<file path="src/rtl/intr_msg_queue.sv">
// Interrupt request capture with per-vector mask/pending coalescing and a DEPTH-entry message FIFO.
// Capture-to-m_valid latency 1 cycle; m_ready low stalls the head, and a full FIFO diverts captures to pending.
module intr_msg_queue #(
    parameter int          PORTS         = 32,
    parameter int          DEPTH         = 8,
    parameter logic [31:0] MSG_DATA_BASE = 32'h0,
    localparam int         NW            = (PORTS > 1) ? $clog2(PORTS) : 1,
    localparam int         AW            = $clog2(DEPTH),
    localparam int         LW            = AW + 1
) (
    input  logic             clk,
    input  logic             rst,
    input  logic             intr_vec_req,
    input  logic [NW-1:0]    intr_num,
    input  logic [PORTS-1:0] intr_mask,
    output logic             m_valid,
    input  logic             m_ready,
    output logic [NW-1:0]    m_num,
    output logic [31:0]      m_data,
    output logic [PORTS-1:0] pending,
    output logic [LW-1:0]    fifo_level
);

    localparam logic [NW:0] PORTS_L = PORTS[NW:0];
    localparam logic [LW-1:0] DEPTH_L = DEPTH[LW-1:0];

    logic              req_q;
    logic              cap;
    logic              in_range;
    logic              full;
    logic              cap_push;
    logic              cap_hold;
    logic [PORTS-1:0]  rep_cand;
    logic              rep_any;
    logic [NW-1:0]     rep_idx;
    logic              rep_push;
    logic              push;
    logic [NW-1:0]     push_num;
    logic              pop;
    logic [PORTS-1:0]  pending_nxt;

    logic [NW-1:0]     mem [DEPTH];
    logic [AW-1:0]     wr_ptr;
    logic [AW-1:0]     rd_ptr;

    assign cap      = intr_vec_req & ~req_q;
    assign in_range = ({1'b0, intr_num} < PORTS_L);
    assign full     = (fifo_level == DEPTH_L);

    // Masked or full captures land in pending; an already-pending vector coalesces.
    assign cap_hold = cap & in_range & (intr_mask[intr_num] | full);
    assign cap_push = cap & in_range & ~intr_mask[intr_num] & ~full & ~pending[intr_num];

    assign rep_cand = pending & ~intr_mask;

    always_comb begin
        rep_any = 1'b0;
        rep_idx = '0;
        for (int i = PORTS - 1; i >= 0; i--) begin
            if (rep_cand[i]) begin
                rep_any = 1'b1;
                rep_idx = NW'(i);
            end
        end
    end

    assign rep_push = rep_any & ~cap_push & ~full;
    assign push     = cap_push | rep_push;
    assign push_num = cap_push ? intr_num : rep_idx;
    assign pop      = m_valid & m_ready;

    always_comb begin
        pending_nxt = pending;
        if (rep_push) pending_nxt[rep_idx] = 1'b0;
        if (cap_hold) pending_nxt[intr_num] = 1'b1;
    end

    always_ff @(posedge clk or posedge rst) begin
        if (rst) begin
            req_q      <= 1'b0;
            pending    <= '0;
            wr_ptr     <= '0;
            rd_ptr     <= '0;
            fifo_level <= '0;
        end else begin
            req_q   <= intr_vec_req;
            pending <= pending_nxt;
            if (push) wr_ptr <= wr_ptr + AW'(1);
            if (pop)  rd_ptr <= rd_ptr + AW'(1);
            if (push && !pop)      fifo_level <= fifo_level + LW'(1);
            else if (pop && !push) fifo_level <= fifo_level - LW'(1);
        end
    end

    always_ff @(posedge clk) begin
        if (push) mem[wr_ptr] <= push_num;
    end

    assign m_valid = (fifo_level != '0);
    assign m_num   = m_valid ? mem[rd_ptr] : '0;
    assign m_data  = MSG_DATA_BASE + 32'(m_num);

endmodule
</file>
<file path="config.mk">
export PLATFORM = sky130hd
export DESIGN_NAME = intr_msg_queue
export DESIGN_NICKNAME = d
export VERILOG_FILES = /design/src/rtl/intr_msg_queue.sv
export SDC_FILE = /design/constraint.sdc
export NUM_CORES = 1
export LEC_CHECK = 0
export CAP_MARGIN = 40
export CORE_UTILIZATION = 30
export CTS_BUF_LIST = sky130_fd_sc_hd__clkbuf_8
export DETAILED_ROUTE_END_ITERATION = 8
export HOLD_SLACK_MARGIN = 0.03
export PLACE_DENSITY = 0.59
export SLEW_MARGIN = 30
export SYNTH_ARGS = -nofsm -noshare
export SYNTH_HDL_FRONTEND = slang
export SYNTH_SLANG_ARGS = --single-unit
</file>
<file path="constraint.sdc">
create_clock -name clk -period 6.35 [get_ports clk]
set_input_delay 0.635 -clock clk [delete_from_list [all_inputs] [get_ports clk]]
set_output_delay 0.635 -clock clk [all_outputs]
set_load 0.03 [all_outputs]
</file>
Word level (Yosys, flattened, before mapping)
Memories as Yosys holds them, arrays and structs flattened.
Cells that the tools add are included.
Word-level totals
  register bits after elaboration: 43
  RAM bits: 40
  input bits: 41
  logic and storage cells: 123
  memories: 1
Cells by class
  add/subtract/negate cells: 4
  order comparisons: 4
  equality and inequality tests: 1
  muxes and demuxes: 80
  bitwise operators: 20
  reduce and logical (&&, ||, !) cells: 8
Memory list
  mem: depth 8, width 5, read ports 1, clocked after Yosys merged registers in 0, write ports 1, line 42  | logic [NW-1:0] mem [DEPTH];
Operators with widths (count)
  $mux 5: 34
  $and 32x32->32: 2
  $mux 32: 2
  $not 32->32: 2
  $mux 1: 38
  $or 32x32->32: 1
  $lt 5x6->1 const B: 2
  $bmux 1 s5: 2
  $demux 1 s5: 2
  $ge 5x1->1 const B: 2
  $and 1x1->1: 8
  $mux 4: 2
  $add 3x1->3 const B: 2
  $not 1->1: 5
  $add 4x1->4 const B: 1
  $eq 4x4->1 const B: 1
  $logic_and 1x1->1: 4
  $reduce_bool 4->1: 1
  $sub 4x1->4 const B: 1
  $logic_not 1->1: 2
  $or 1x1->1: 2
  $reduce_bool 2->1: 1

Logic depth before layout (Yosys ltp)
Gate-level depths: netlist of the first run.
  word-level depth: 43
  mapped depth: 18
  mapped depth without buffers: 14

Worst setup path after synthesis of the first run
OpenSTA, ideal clock, no wires.
  kind: input-to-reg
  start point: input intr_num[1]
  end point: register fifo_level[3]
  setup time: 0.136 ns
  data arrival time: 3.597 ns
  required time: 6.214 ns
  slack: 2.617 ns
  stages: 17
  path buffers: 3
  cell sequence: buf_6 mux2_4 and4_4 or4b_1 a31oi_1 and4_1 buf_4 or2_1 buf_6 ha_1 inv_1 ha_1 a21o_1 a21oi_1 xnor2_1 nor2_1 xor2_1
Between the ends
  longest elaborated chain between the ends: 13
  elaborated cells between the ends (all ways): 18
  those cells by class: 5 x mux; 9 x bitwise; 4 x reduce/logical
Ends and longest elaborated chain
  start: declaration: line 14  | input logic [NW-1:0] intr_num,
  $bmux 1 s5: line 52  | assign cap_push = cap & in_range & ~intr_mask[intr_num] & ~full & ~pending[intr_num];
  $mux 1 (implied by the code): line 52
  $not 1->1: line 52
  $and 1x1->1 (2 in a row): line 52
  $and 1x1->1 *: line 52
  $not 1->1: line 67  | assign rep_push = rep_any & ~cap_push & ~full;
  $and 1x1->1 (2 in a row): line 67
  $or 1x1->1 *: line 68  | assign push = cap_push | rep_push;
  net push: line 37  | logic push;
  $logic_not 1->1: line 91  | else if (pop && !push) fifo_level <= fifo_level - LW'(1);
  $logic_and 1x1->1: line 91
  $reduce_bool 2->1 (no source line)
  end signal: assignment: line 90  | if (push && !pop) fifo_level <= fifo_level + LW'(1);
  end signal: assignment: line 91
  end: declaration: line 21  | output logic [LW-1:0] fifo_level
Mark *: on every way through the listed nets, which the timed path passes. The rest lies on a longest branch. The select of a mux whose other input is x is not followed.
A chain may end at the register's enable or synchronous reset.

Worst setup path after layout of the first run
  start point: input intr_num[1]
  end point: register fifo_level[3]
Between the ends
  longest elaborated chain between the ends: 13
  elaborated cells between the ends (all ways): 18
  those cells by class: 5 x mux; 9 x bitwise; 4 x reduce/logical
Ends and longest elaborated chain (line)
  $bmux 1 s5: 52
  $mux 1 (implied by the code): 52
  $not 1->1: 52
  $and 1x1->1 (2 in a row): 52
  $and 1x1->1 *: 52
  $not 1->1: 67
  $and 1x1->1 (2 in a row): 67
  $or 1x1->1 *: 68
  $logic_not 1->1: 91
  $logic_and 1x1->1: 91
  $reduce_bool 2->1 (no source line)
Every way passes the cells marked *; elsewhere a longest branch is shown, timed or not. The select of a mux whose other input is x is not followed.

==> results.md, run 1 <==
* RSZ-0062 raised after global routing: no
* Status: completed
* CTS sink count at 83
* Asr flop ratio synth at 51.8%
* Mean post-synth cell area at 10.8 um2
* Top cells by area, synth: edfxtp_1 (23%), dfrtp_1 (21%), mux4_2 (8.7%)
* Skew-Pair Late Insertion Delay at 0.38 ns
* CP max stage cell: clkdlybuf4s50_1
* DR vias at 4259
* Max frequency at 212 MHz
* Max cap viols at 0
* Vias in the first global route at 4169
* Core area at 16700 um2
* Synth warn at 0
* Final Util at 37.8%
* P&R area growth vs syn at 22.1%
* Boundary pin count at 115
* Footprint of the multi-input gates at 2600 um2
* Cell Chain, Critical Path: clkdlybuf4s50_1 > buf_4 > mux4_2 > a32o_1 > a311oi_1 > and4_1 > and4_1 > or2_1 > ha_1 > inv_1 > ha_1 > a21o_1 > a21oi_1 > xnor2_1 > nor2_1 > xor2_1
* Critical path's top delay family: buffers and inverters
* Final WS setup at 1.62 ns
* GRT Util Overall at 18.3%
* Longest Clk Path Bufs at 2
* CP peak stage delay at 0.76 ns
* RePlAce Congestion at 0.927
* Pwr Density at 599 nW/um2
* Post-DRT Antenna Nets at 0
* Largest area contributor in the netlist: edfxtp_1
* Full die area at 17700 um2
* Remaining global-route overflow at 0
* DR vias/cell at 5.40
* Fin Setup TNS at 0 ns
* Post-route cell area at 6300 um2
* Final max-slew violation count at 0
* Total CTS buffers at 9
* Setup crit end kind: flop
* Layout fillers at 1678
* DRC at 0
* Largest net degree at the start of global routing at 44
* Area after DPL at 6090 um2
* Die Height at 133 um
* Post-place setup slack at 1.25 ns
* Drt wl/cell at 20.1 um
* Final setup fails at 0
* Post-CTS Hold Buffers at 0
* Required @ worst endpoint at 6.62 ns
* First-pass DRT Iterations at 8
* DRT iter0 DRCs at 307
* IO buf count at 87
* Post-synth EDFFs at 40
* CTS resizes at 0
* CTS tree: built
* Yosys reg bits at 83
* Post-CTS Setup Inserts at 0
* Chip width at 133 um
* Post-layout min period at 4.73 ns
* Share of cells above drive strength 1 at 9.84%
* WP buf/inv at 3
* Leakage at 2.35 nW
* Crit-path max FO at 19
* Netlist cell types at 65
* Synth Cell Area at 5160 um2
* Reg area at 2280 um2
* Initial core utilization at 30.9%
* Crit path kind: in2reg
* Top FF cell, synth: dfrtp_1
* Area share of the largest cell type after synthesis at 23.3%
* Layout Skew at 0.0147 ns
* Global-route wire length before repair at 24300 um
* Detailed Route WL at 15800 um
* Final hold violation count at 0
* Sequential-to-total area share from yosys stat at 44.1%
* Relative slew margins at 43.5%
* H-tree depth at 3
* Row cnt at 47
* Hpwl dp at 12000 um
* Worst Hold Class: reg2reg
* Worst EP arrival at 4.99 ns
* CP Launch Type: primary input
* Number of nets in the layout at 611
* Root Driver: clkbuf_8
* Antenna cells at 0
* Period utilisation layout at 74.4%
* Post-Syn Instances at 479
* Worst slew pin tran at 0.842 ns
* VDD IR max at 427 uV
* Antenna violations before repair at 0
* Clk pin slew, worst setup/hold paths at 0.09 ns
[worst paths after layout]
kind,from,to,slack [ns],cells after the start
hold reg to reg,fifo_level[3],fifo_level[3],0.54,1
setup / recovery,intr_num[1],fifo_level[3],1.62,16
hold / removal,fifo_level[3],fifo_level[3],0.54,1
setup reg to reg,pending[18],fifo_level[3],2.38,13
min in group asynchronous,rst,pending[3],0.72,3
max in group asynchronous,rst,pending[15],5.22,3
[per-layer routing]
metal / vias up / wire (um) / GRT usage, %
met5: - / 0 / 0
met3: 43 / 925 / 3.69
met1: 2093 / 6720 / 23.6
li1: 1923 / - / -
met4: 0 / 641 / 10.0
met2: 200 / 7540 / 28.8
[final cells by class]
type                            count  area share (%)
Timing Repair Buffer               96            14.6
Clock buffer                        9            1.96
Sequential cell                    83            36.1
Tap cell                          220            4.37
Multi-Input combinational cell    363            41.3
Inverter                           11           0.655
Clock inverter                      7            1.01
[registers in the layout, indices dropped and copies added, names as in the netlist]
name        cells
fifo_level      4
mem            40
pending        32
rd_ptr          3
req_q           1
wr_ptr          3
[worst reg2reg max path: stages (launching register included)]
cell and delay [ns]:
dfrtp_1 0.45, nor2b_1 0.20, or4_1 0.62, nor4_2 0.57, a31oi_1 0.29, or2_1 0.43, ha_1 0.28, inv_1 0.11
ha_1 0.24, a21o_1 0.18, a21oi_1 0.16, xnor2_1 0.13, nor2_1 0.06, xor2_1 0.14
[cells by family (layout without fill, tap and decap cells)]
kind of cell | Yosys count | after routing | synth area share [%]
xor+xnor | 8 | 8 | 1.36
flops | 83 | 83 | 44.1
mux | 41 | 41 | 13.0
simple gates | 168 | 168 | 17.9
other cells | 1 | 27 | 0.0726
compound gates | 113 | 113 | 14.6
buf+inv | 59 | 123 | 7.41
fa+ha+maj | 6 | 6 | 1.60
[through the flow]
stage               total power, mW  hold WS, ns  instances
finish                         3.78        0.544        789
global route                   4.01        0.556        789
CTS                            3.76        0.538        784
detailed placement             3.38        0.521        768
global placement               3.35        0.510        767
floorplan                      2.62        0.516        505
[synth_stat cells (8+ instances only)]
| cell type | number |
|---|---|
| o21ai_0 | 29 |
| a21oi_1 | 8 |
| nand3_1 | 17 |
| buf_4 | 36 |
| nand2b_1 | 33 |
| o31ai_1 | 17 |
| nor2b_1 | 18 |
| inv_1 | 11 |
| mux4_2 | 20 |
| mux2i_1 | 16 |
| nand2_1 | 31 |
| dfrtp_1 | 43 |
| nor3_1 | 10 |
| nor2_1 | 25 |
| edfxtp_1 | 40 |
| o21ai_1 | 14 |
[power by group]
group | total, mW | switching (mW) | internal [mW] | leakage (nW)
logic | 2.30 | 1.47 | 0.832 | 1.33
clock network | 0.371 | 0.222 | 0.149 | 0.0946
registers | 1.11 | 0.206 | 0.904 | 0.923
[cell usage in the layout (no fill, tap or decap), drive strengths merged, types with 6 or more instances in the layout]
master         Yosys  layout
nand2b            34      34
nand2             32      32
mux4              20      20
o211ai             7       7
clkinv             0       6
nor3              10      10
a21oi              8       8
dfrtp             43      43
nand3             18      18
nor2b             18      18
clkbuf             5      14
nor2              25      25
inv               11      12
nand4              6       6
edfxtp            40      40
and2               6       6
o21ai             43      43
clkdlybuf4s50      0      87
o31ai             17      17
conb               1      27
xnor2              6       6
mux2i             16      16
Note: power is estimated with default switching activity, not from simulation.
==> run 2, diff against run 1 <==
--- a/config.mk
+++ b/config.mk
@@ -10,7 +10,7 @@
 export CTS_BUF_LIST = sky130_fd_sc_hd__clkbuf_8
 export DETAILED_ROUTE_END_ITERATION = 8
 export HOLD_SLACK_MARGIN = 0.03
-export PLACE_DENSITY = 0.59
+export PLACE_DENSITY = 0.61
 export SLEW_MARGIN = 30
 export SYNTH_ARGS = -nofsm -noshare
 export SYNTH_HDL_FRONTEND = slang
==> constraint.sdc (replaced) <==
create_clock -name clk -period 4.15 [get_ports clk]
set_input_delay 0.415 -clock clk [delete_from_list [all_inputs] [get_ports clk]]
set_output_delay 0.415 -clock clk [all_outputs]
set_load 0.03 [all_outputs]
==> results.md, run 2 (synthesis gave the netlist of run 1 again) <==
* Top reg by flops: mem (unchanged)
* Flop2flop setup slack at 0.70 ns (was 2.38 ns)
* Post-DRT Antenna Nets at 0 (unchanged)
* Final max-slew violation count at 0 (unchanged)
* RePlAce Congestion at 0.934 (was 0.927)
* RSZ-0062 raised after global routing: no (unchanged)
* Post-CTS Hold Buffers at 0 (unchanged)
* Layout Skew at 0.0209 ns (was 0.0147 ns)
* Longest Clk Path Bufs at 2 (unchanged)
* CTS tree: built (unchanged)
* IO buf count at 87 (unchanged)
* Detailed Route WL at 16300 um (was 15800 um)
* Skew-Pair Late Insertion Delay at 0.39 ns (was 0.38 ns)
* Crit path kind: in2reg (unchanged)
* Footprint of the multi-input gates at 2600 um2 (unchanged)
* Total CTS buffers at 9 (unchanged)
* Post-layout min period at 3.69 ns
* Layout fillers at 1664 (was 1678)
* DR vias/cell at 5.38 (was 5.40)
* Crit-path max FO at 4 (was 19)
* Die Height at 133 um (unchanged)
* Commonest cells after routing, fill and taps aside: clkdlybuf4s50_1 (87), dfrtp_1 (43), edfxtp_1 (40) (unchanged)
* Fin Setup TNS at 0 ns (unchanged)
* CP peak stage delay at 0.66 ns (was 0.76 ns)
* Reg2reg path depth at 13 (unchanged)
* Chip width at 133 um (unchanged)
* Drt wl/cell at 20.2 um (was 20.1 um)
* CTS resizes at 0 (unchanged)
* Antenna violations before repair at 0 (unchanged)
* Full die area at 17700 um2 (unchanged)
* Row cnt at 47 (unchanged)
* CP Launch Type: primary input (unchanged)
* Remaining global-route overflow at 0 (unchanged)
* P&R area growth vs syn at 25.7% (was 22.1%)
* Top flop regs: mem: 40 flops, pending: 32 flops, fifo_level: 4 flops (unchanged)
* Worst Hold Class: in2async (was reg2reg)
* Antenna cells at 0 (unchanged)
* Core area at 16700 um2 (unchanged)
* CTS sink count at 83 (unchanged)
* Largest register FFs at 40 (unchanged)
* Status: completed (unchanged)
* Reg2reg end: fifo_level[3] (unchanged)
* First-pass DRT Iterations at 5 (was 8)
* Final hold violation count at 0 (unchanged)
* Post-route cell area at 6490 um2 (was 6300 um2)
* H-tree depth at 3 (unchanged)
* DR vias at 4341 (was 4259)
* GRT Util Overall at 18.8% (was 18.3%)
* DRC at 0 (unchanged)
* Root Driver: clkbuf_8 (unchanged)
* Critical path's top delay family: compound AO/OA/AOI/OAI gates (was buffers and inverters)
* Max frequency at 271 MHz
* Clk pin slew, worst setup/hold paths at 0.09 ns (about the same)
* Share of cells above drive strength 1 at 12.9% (was 9.84%)
* Leakage at 2.46 nW (was 2.35 nW)
* CP max stage cell: clkdlybuf4s50_1 (unchanged)
* Hpwl dp at 12500 um (was 12000 um)
* DRT iter0 DRCs at 319 (was 307)
* Worst EP arrival at 3.95 ns (was 4.99 ns)
* Setup crit end kind: flop (unchanged)
* Area after DPL at 6260 um2 (was 6090 um2)
* Final setup fails at 0 (unchanged)
* Pwr Density at 937 nW/um2 (was 599 nW/um2)
* Reg area at 2280 um2 (unchanged)
* Commonest non-fill, non-tap cell in the layout: clkdlybuf4s50_1 (unchanged)
* Max cap viols at 0 (unchanged)
* Cell Chain, Critical Path: clkdlybuf4s50_1 > mux4_2 > a32o_1 > a311oi_1 > and4_1 > and4_1 > or2_1 > ha_1 > inv_1 > ha_1 > a21o_1 > a21oi_1 > xnor2_1 > nor2_1 > xor2_1 (was clkdlybuf4s50_1 > buf_4 > mux4_2 > a32o_1 > a311oi_1 > and4_1 > and4_1 > or2_1 > ha_1 > inv_1 > ha_1 > a21o_1 > a21oi_1 > xnor2_1 > nor2_1 > xor2_1)
* WP buf/inv at 2 (was 3)
* VDD IR max at 688 uV (was 427 uV)
* Period utilisation layout at 88.8%
* Boundary pin count at 115 (unchanged)
* Required @ worst endpoint at 4.41 ns (was 6.62 ns)
* Number of nets in the layout at 629 (was 611)
* Initial core utilization at 30.9% (unchanged)
* Worst R2R Start: pending[18] (unchanged)
* Global-route wire length before repair at 25000 um (was 24300 um)
* Vias in the first global route at 4324 (was 4169)
* Relative slew margins at 37.6% (was 43.5%)
* Largest net degree at the start of global routing at 44 (unchanged)
* Post-CTS Setup Inserts at 0 (unchanged)
* Worst slew pin tran at 0.929 ns (was 0.842 ns)
[run 2: changes by cell type in the layout (fill, tap and decap cells not counted), sizes merged]
cell	change
buf	+20
bufinv	+1
clkbuf	-2
clkinv	-4
clkinvlp	+1
inv	+2
[run 2: cell type report]
cell class,count,area share (%)
well taps,220,4.24
flip-flops and latches,83,35.1
repair buffers,114,16.6
clock inverters,7,1.45
clock buffers,9,1.91
multi-input cells,363,40.1
inverters,11,0.636
[run 2: worst min-delay path: stages]
cell	delay [ns]
clkdlybuf4s50_1	0.40
clkinv_1	0.05
buf_4	0.46
[run 2: per-layer routing]
layer | track usage (%) | share of wire (%) | wire [um]
met5 | 0 | 0 | 0
met4 | 7.77 | 2.7 | 446
met1 | 23.8 | 42 | 6820
met3 | 3.54 | 5.8 | 946
met2 | 31.6 | 50 | 8070
[run 2: worst max-delay path by stage]
| stage | start | end | slack (ns) | cells after the start |
|---|---|---|---|---|
| finish | intr_num[1] | fifo_level[3] | 0.46 | 15 |
| global route | intr_num[1] | fifo_level[3] | 0.34 | 15 |
| CTS | intr_num[1] | fifo_level[3] | 0.51 | 15 |
| detailed placement | intr_num[1] | fifo_level[3] | 0.10 | 15 |
| global placement | intr_num[1] | fifo_level[3] | 0.18 | 16 |
| floorplan | intr_num[1] | fifo_level[3] | 0.64 | 17 |
[run 2: power by group]
part / leakage [nW] / switching (mW) / internal (mW)
Clock: 0.107 / 0.356 / 0.296
Sequential: 0.923 / 0.317 / 1.38
Combinational: 1.43 / 2.31 / 1.42
Total: 2.46 / 2.99 / 3.10
[run 2: stage by stage]
step / utilization, % / total power, mW / setup slack (ns) / std cells / hold WS (ns)
after floorplan: - / 4.01 / 0.637 / 505 / 0.446
after global placement: 37.5 / 5.31 / 0.181 / 788 / 0.518
after detailed placement: 37.5 / 5.38 / 0.101 / 788 / 0.543
after CTS: 38.8 / 6.05 / 0.512 / 804 / 0.497
after global routing: 38.9 / 6.42 / 0.338 / 807 / 0.519
final: 38.9 / 6.08 / 0.465 / 807 / 0.476
==> run 3, diff against run 2 <==
--- a/config.mk
+++ b/config.mk
@@ -8,6 +8,7 @@
 export CAP_MARGIN = 40
 export CORE_UTILIZATION = 30
 export CTS_BUF_LIST = sky130_fd_sc_hd__clkbuf_8
+export CTS_CLUSTER_DIAMETER = 120
 export DETAILED_ROUTE_END_ITERATION = 8
 export HOLD_SLACK_MARGIN = 0.03
 export PLACE_DENSITY = 0.61
==> results of run 3 <==
Same layout as run 2: the final DEF is identical, and so are final timing and power.
